`src/rtl/fetch_pkg.sv`:
```
// Shared types and defaults for the instruction-fetch stage.
package fetch_pkg;

   localparam int unsigned XLEN_DEFAULT      = 64;
   localparam logic [31:0] NOP_INSTR_DEFAULT = 32'h0000_0013;

   // Fetch sequencer states: START after reset, FETCH issues a request,
   // WAIT expects its response, HOLD parks a response while IF/ID is stalled,
   // DROP waits out a wrong-path response.
   typedef enum logic [2:0] {
      START = 3'd0,
      FETCH = 3'd1,
      WAIT  = 3'd2,
      HOLD  = 3'd3,
      DROP  = 3'd4
   } state_t;

endpackage

```
`src/rtl/fetch_hold_buf.sv`:
```
// Single-entry {pc, instr} buffer for a response that arrived while IF/ID was stalled.
module fetch_hold_buf #(
   parameter int unsigned XLEN = 64
) (
   input  logic            clk,
   input  logic            reset,
   input  logic            load,
   input  logic            clear,
   input  logic [XLEN-1:0] in_pc,
   input  logic [31:0]     in_instr,
   output logic            valid,
   output logic [XLEN-1:0] pc,
   output logic [31:0]     instr
);

   // Clear wins over load so a redirect always empties the entry.
   always_ff @(posedge clk or posedge reset) begin
      if (reset) begin
         valid <= 1'b0;
         pc    <= '0;
         instr <= '0;
      end else if (clear) begin
         valid <= 1'b0;
      end else if (load) begin
         valid <= 1'b1;
         pc    <= in_pc;
         instr <= in_instr;
      end
   end

endmodule

```
`src/rtl/fetch_pc_unit.sv`:
```
// Instruction-fetch stage: PC, one-outstanding imem requests, IF/ID slot, branch redirect.
module fetch_pc_unit
   import fetch_pkg::*;
#(
   parameter int unsigned      XLEN      = XLEN_DEFAULT,
   parameter logic [XLEN-1:0]  RESET_PC  = '0,
   parameter logic [31:0]      NOP_INSTR = NOP_INSTR_DEFAULT
) (
   input  logic            clk,
   input  logic            reset,
   input  logic            is_branch,
   input  logic            branch_taken,
   input  logic [XLEN-1:0] branch_target,
   input  logic            stall,
   output logic            imem_req_valid,
   input  logic            imem_req_ready,
   output logic [XLEN-1:0] imem_addr,
   input  logic            imem_rsp_valid,
   input  logic [31:0]     imem_rsp_data,
   output logic            if_id_valid,
   output logic [XLEN-1:0] if_id_pc,
   output logic [31:0]     if_id_instr,
   output logic            flush_out
);

   state_t          state, state_n;
   logic [XLEN-1:0] pc, pc_n;
   logic [XLEN-1:0] req_pc, req_pc_n;
   logic            if_id_valid_n;
   logic [XLEN-1:0] if_id_pc_n;
   logic [31:0]     if_id_instr_n;
   logic            flush_n;

   logic            redirect;
   logic            handshake;
   logic            slot_free;
   logic            slot_load;
   logic            buf_load;
   logic            buf_clear;
   logic            buf_valid;
   logic [XLEN-1:0] buf_pc;
   logic [31:0]     buf_instr;

   assign redirect       = is_branch & branch_taken;
   assign slot_free      = ~if_id_valid | ~stall;
   assign imem_req_valid = (state == FETCH);
   assign handshake      = imem_req_valid & imem_req_ready;
   assign imem_addr      = pc;

   // Parking slot for a response that cannot enter IF/ID yet.
   fetch_hold_buf #(
      .XLEN (XLEN)
   ) u_hold_buf (
      .clk      (clk),
      .reset    (reset),
      .load     (buf_load),
      .clear    (buf_clear),
      .in_pc    (req_pc),
      .in_instr (imem_rsp_data),
      .valid    (buf_valid),
      .pc       (buf_pc),
      .instr    (buf_instr)
   );

   // State and datapath registers.
   always_ff @(posedge clk or posedge reset) begin
      if (reset) begin
         state       <= START;
         pc          <= RESET_PC;
         req_pc      <= '0;
         if_id_valid <= 1'b0;
         if_id_pc    <= '0;
         if_id_instr <= NOP_INSTR;
         flush_out   <= 1'b0;
      end else begin
         state       <= state_n;
         pc          <= pc_n;
         req_pc      <= req_pc_n;
         if_id_valid <= if_id_valid_n;
         if_id_pc    <= if_id_pc_n;
         if_id_instr <= if_id_instr_n;
         flush_out   <= flush_n;
      end
   end

   // Next-state and next-value logic; a taken branch overrides everything last.
   always_comb begin
      state_n       = state;
      pc_n          = pc;
      req_pc_n      = req_pc;
      if_id_valid_n = if_id_valid;
      if_id_pc_n    = if_id_pc;
      if_id_instr_n = if_id_instr;
      flush_n       = 1'b0;
      slot_load     = 1'b0;
      buf_load      = 1'b0;
      buf_clear     = 1'b0;

      case (state)
         START: state_n = FETCH;
         FETCH: begin
            if (handshake) begin
               req_pc_n = pc;
               pc_n     = pc + XLEN'(4);
               state_n  = WAIT;
            end
         end
         WAIT: begin
            if (imem_rsp_valid) begin
               if (slot_free) begin
                  slot_load     = 1'b1;
                  if_id_valid_n = 1'b1;
                  if_id_pc_n    = req_pc;
                  if_id_instr_n = imem_rsp_data;
                  state_n       = FETCH;
               end else begin
                  buf_load = 1'b1;
                  state_n  = HOLD;
               end
            end
         end
         HOLD: begin
            if (buf_valid && slot_free) begin
               slot_load     = 1'b1;
               if_id_valid_n = 1'b1;
               if_id_pc_n    = buf_pc;
               if_id_instr_n = buf_instr;
               buf_clear     = 1'b1;
               state_n       = FETCH;
            end
         end
         DROP: begin
            if (imem_rsp_valid) state_n = FETCH;
         end
         default: state_n = START;
      endcase

      // A draining IF/ID with nothing new behind it becomes a bubble.
      if (!slot_load && !stall) begin
         if_id_valid_n = 1'b0;
         if_id_instr_n = NOP_INSTR;
      end

      if (redirect) begin
         pc_n          = {branch_target[XLEN-1:2], 2'b00};
         if_id_valid_n = 1'b0;
         if_id_instr_n = NOP_INSTR;
         buf_load      = 1'b0;
         buf_clear     = 1'b1;
         flush_n       = 1'b1;
         // A request still in flight after this edge belongs to the wrong path.
         if (handshake ||
             (state == WAIT && !imem_rsp_valid) ||
             (state == DROP && !imem_rsp_valid))
            state_n = DROP;
         else
            state_n = FETCH;
      end
   end

endmodule

```
`config.mk`:
```
export PLATFORM = sky130hd
export DESIGN_NAME = fetch_pc_unit
export DESIGN_NICKNAME = d
export VERILOG_FILES = /design/src/rtl/fetch_pkg.sv /design/src/rtl/fetch_hold_buf.sv /design/src/rtl/fetch_pc_unit.sv
export SDC_FILE = /design/constraint.sdc
export NUM_CORES = 1
export LEC_CHECK = 0
export ABC_AREA = 1
export BUFFER_PORTS_ARGS = -buffer_cell sky130_fd_sc_hd__buf_2
export CORE_ASPECT_RATIO = 0.8
export CORE_MARGIN = 5
export CORE_UTILIZATION = 51
export CTS_BUF_LIST = sky130_fd_sc_hd__clkbuf_16
export DETAILED_ROUTE_END_ITERATION = 8
export PLACE_DENSITY = 0.88
export SLEW_MARGIN = 40
export SYNTH_ARGS = -nofsm -noshare
export SYNTH_HDL_FRONTEND = slang
export SYNTH_HIERARCHICAL = 1
export SYNTH_SLANG_ARGS = --single-unit
```
`constraint.sdc`:
```
create_clock -name clk -period 6.3 [get_ports clk]
set_input_delay 0.315 -clock clk [delete_from_list [all_inputs] [get_ports clk]]
set_output_delay 0.315 -clock clk [all_outputs]
set_load 0.05 [all_outputs]
```
==> parameters.txt <==
Parameter                              Value

CTS
  Clock latency of the later-clocked register in the worst-skew pair ... 530 ps
  Total number of H-tree levels ... 2
  Clock edge transition at the registers on the reported setup and hold paths ... 70 ps
  Maximum clock path buffer count ... 3
  CTS tree ... done
  Cell at the root of the clock tree ... clkbuf_16
  Sink Count ... 322
  Cts bufs inserted ... 35

Setup path
  Critical register-to-register path endpoint ... imem_addr[42]
  Critical path depth in cells ... 9
  Largest stage delay on the critical path ... 840 ps
  CP Data Required Time ... 6760 ps
  Launching instance or port of the critical path ... state[0]
  Reg-to-reg critical path startpoint ... state[0]
  Critical path endpoint category ... flop
  Critical path capture point ... imem_addr[42]
  Largest driver fanout on the critical path ... 21
  Reg2Reg Setup Slack ... 3470 ps
  Data arrival time of the critical path ... 3290 ps
  Number of buffers and inverters on the critical path ... 3
  Path type of the worst setup path ... reg -> reg
  Worst-path cell chain ... inv_1 > nor2_1 > nand2_1 > nor2_2 > buf_4 > nand2_1 > inv_1 > nand3_1 > nand3_1
  Critical path launch point type ... flop
  CP delay by family, top ... simple AND/OR/NAND/NOR gates
  Slowest-stage cell, CP ... inv_1
  R2r worst-path depth ... 9

STA
  Unrepaired setup endpoints after global routing ... no
  Fin. max-slew vios ... 0
  Total Neg Setup Slack ... 0 ps
  Hold violation count in the final report ... 0
  Tightest Pin Transition ... 866 ps
  Upper clock frequency limit ... 0.353 GHz
  Clk_skew ... 23.9 ps
  Slew margin rel. ... 42.3%
  Final critical delay including setup and external delays ... 2830 ps
  Final period util ... 45.0%
  Setup violators final ... 0

Pwr
  Internal portion of total power ... 4.77 mW
  Sequential group share of total power ... 37.6%
  Net switching power of the design ... 4.58 mW
  Power per cell area ... 514 nW/um^2
  Largest vdd supply drop ... 356 uV
  Fraction of power consumed by the clock network ... 20.4%
  Combinational share of power ... 42.0%
  Net switching fraction of the power ... 49.0%
  P_leak ... 9.10 nW

Floorplanning
  Total core area ... 30300 sq um
  Horizontal die dimension ... 206 um
  Row cnt ... 57
  Die extent in y ... 167 um
  Ports placed on the boundary ... 266
  Initial Utilization ... 51.6%
  Area of the die ... 34300 sq um

GRT
  Number of global-route vias before repair ... 14300
  GRT Overall Usage ... 29.5%
  Wire length of the first global-routing pass ... 80600 um
  Remaining Overflow, GRT ... 0
  Maximum number of pins on one net before global-route repair ... 109
  Antenna violations before repair ... 2

Synthesis
  Total number of yosys warnings ... 6
  Proportion of register bits with asynchronous set or reset after synthesis ... 100%
  Biggest area consumer among synthesized cells ... dfrtp_1
  Most numerous cell types in the synthesized netlist ... nand2_1, dfrtp_1, nor2_1
  Post-synthesis register bit count ... 322
  Top-count cell post-synth ... nand2_1
  Area contributors post-synth ... dfrtp_1, nand2_1, nor2_1, nand3_1, o21ai_0
  Area share of the largest cell type after synthesis ... 51.0%
  Cell area after synthesis ... 15600 sq um
  Library cells used by synthesis ... 35
  Most instantiated flip-flop cell in the synthesis netlist ... dfrtp_1
  Post-synthesis average cell area ... 7.67 sq um
  Synthesized instance count ... 2041
  Number of enable-type register cells in the synthesized netlist ... 0
  Sequential element share of the synthesized area ... 51.5%

Drt
  Aggregate routed wire length ... 51600 um
  Post-route DRC ... 0
  First drt pass iteration count ... 6
  Routed vias ... 15300
  Number of DRC markers after the initial detailed-route iteration ... 1758
  DR vias/cell ... 5.70
  Routed WL per cell ... 19.2 um
  Final ANT Viol Nets ... 0

Min path
  Hold path depth ... 3
  Type of the tightest min-delay check ... in -> reg

Job
  Count of maximum capacitance violations ... 0

Placed design
  Final RePlAce weighted congestion ... 0.991
  DP Area ... 17100 sq um
  Total instance count after detailed placement ... 2620
  HPWL after detailed placement ... 35000 um
  Number of port buffers ... 261

Cells and area
  Ant. Diodes ... 0
  Count of nets after finishing ... 2355
  Fraction of final layout cells with drive strength greater than 1 ... 16.1%
  Area of all placed cells without fillers ... 18200 sq um
  Layout Area Growth over Synthesis ... 16.4%
  Final Non-Filler Cells ... 2689

Status
  Status ... finished clean
## power by group through the flow
stage          sequential, mW  clock, mW  combinational [mW]
6_report                 3.52       1.91                3.93
3_5_place_dp             3.52          0                3.90
3_3_place_gp             3.48          0                3.83
5_1_grt                  3.60       2.02                4.24
4_1_cts                  3.49       1.93                3.93
2_1_floorplan            4.73          0                1.47
## area by class of cell
type                    count  area [sq um]
multi-input cells        1494          6620
repair buffers            283          1530
fillers                  2652         12100
flip-flops and latches    322          8060
clock buffers              35           876
inverters                 115           443
clock inverters            27           164
well taps                 413           517
## worst min path at each step
stage / startpoint / endpoint / slack (ps)
2_1_floorplan: branch_target[16] / imem_addr[16] / 430
3_3_place_gp: reset / u_hold_buf/instr[24] / 410
4_1_cts: branch_target[41] / imem_addr[41] / 0.4
5_1_grt: branch_target[9] / imem_addr[9] / 20
3_5_place_dp: reset / u_hold_buf/instr[24] / 410
6_report: branch_target[9] / imem_addr[9] / 5
## per-layer routing
layer / GRT usage [%] / routed length (um)
met5: 0 / 27
met4: 8.36 / 1500
met3: 7.21 / 5640
met2: 43.4 / 22500
met1: 44.0 / 21900
## cell usage in the layout (no fill, tap or decap), drive strengths merged, types with 7 or more instances in the layout
cell type / synthesis / layout
inv: 115 / 122
buf: 69 / 276
dfrtp: 319 / 319
nand2: 751 / 751
clkbuf: 44 / 35
o211ai: 43 / 43
nor2: 259 / 259
a21oi: 10 / 10
o21ai: 136 / 136
nand4: 17 / 17
nand3: 185 / 185
a31oi: 63 / 63
clkinv: 0 / 15
dlygate4sd3: 0 / 7
## metrics by stage
stage          power, mW  hold slack (ps)  setup slack [ps]  util (%)
6_report            9.35             5.41              3470      60.1
3_3_place_gp        7.31              412              3210      56.2
2_1_floorplan       6.21              432              3050         -
4_1_cts             9.35            0.433              3470      60.1
3_5_place_dp        7.42              408              3330      56.4
5_1_grt             9.86             20.7              3270      60.1
## worst reg2reg max path, stage by stage, from the launching register on
cell and delay [ps]:
dfrtp_1 350, inv_1 100, nor2_1 130, nand2_1 110, nor2_2 90, buf_4 260, nand2_1 490, inv_1 850
nand3_1 280, nand3_1 130
## kinds of logic after synthesis
group / Yosys count / share of synthesized area, %
and+or+nand+nor: 1220 / 31.6
DFF: 322 / 51.5
AOI/OAI and AO/OA: 264 / 10.0
buffers and inverters: 228 / 6.46
xor gates and xnor gates: 5 / 0.280
adders and majority gates: 1 / 0.0800
other: 1 / 0.0240
## flip-flops by register name, indices dropped and copies added, names as in the netlist
register	count
u_hold_buf/valid	1
state	3
if_id_instr	32
if_id_pc	64
u_hold_buf/pc	64
req_pc	62
flush_out	1
u_hold_buf/instr	32
if_id_valid	1
imem_addr	62
## timing repair
action                                  4_1_cts  5_1_grt
buffers inserted                              0        0
gates resized for setup                       0        0
hold buffers                                  7        0
endpoints found under the setup margin        0        0
hold endpoints to repair                     59        0
Power figures use the tool's default switching activity.
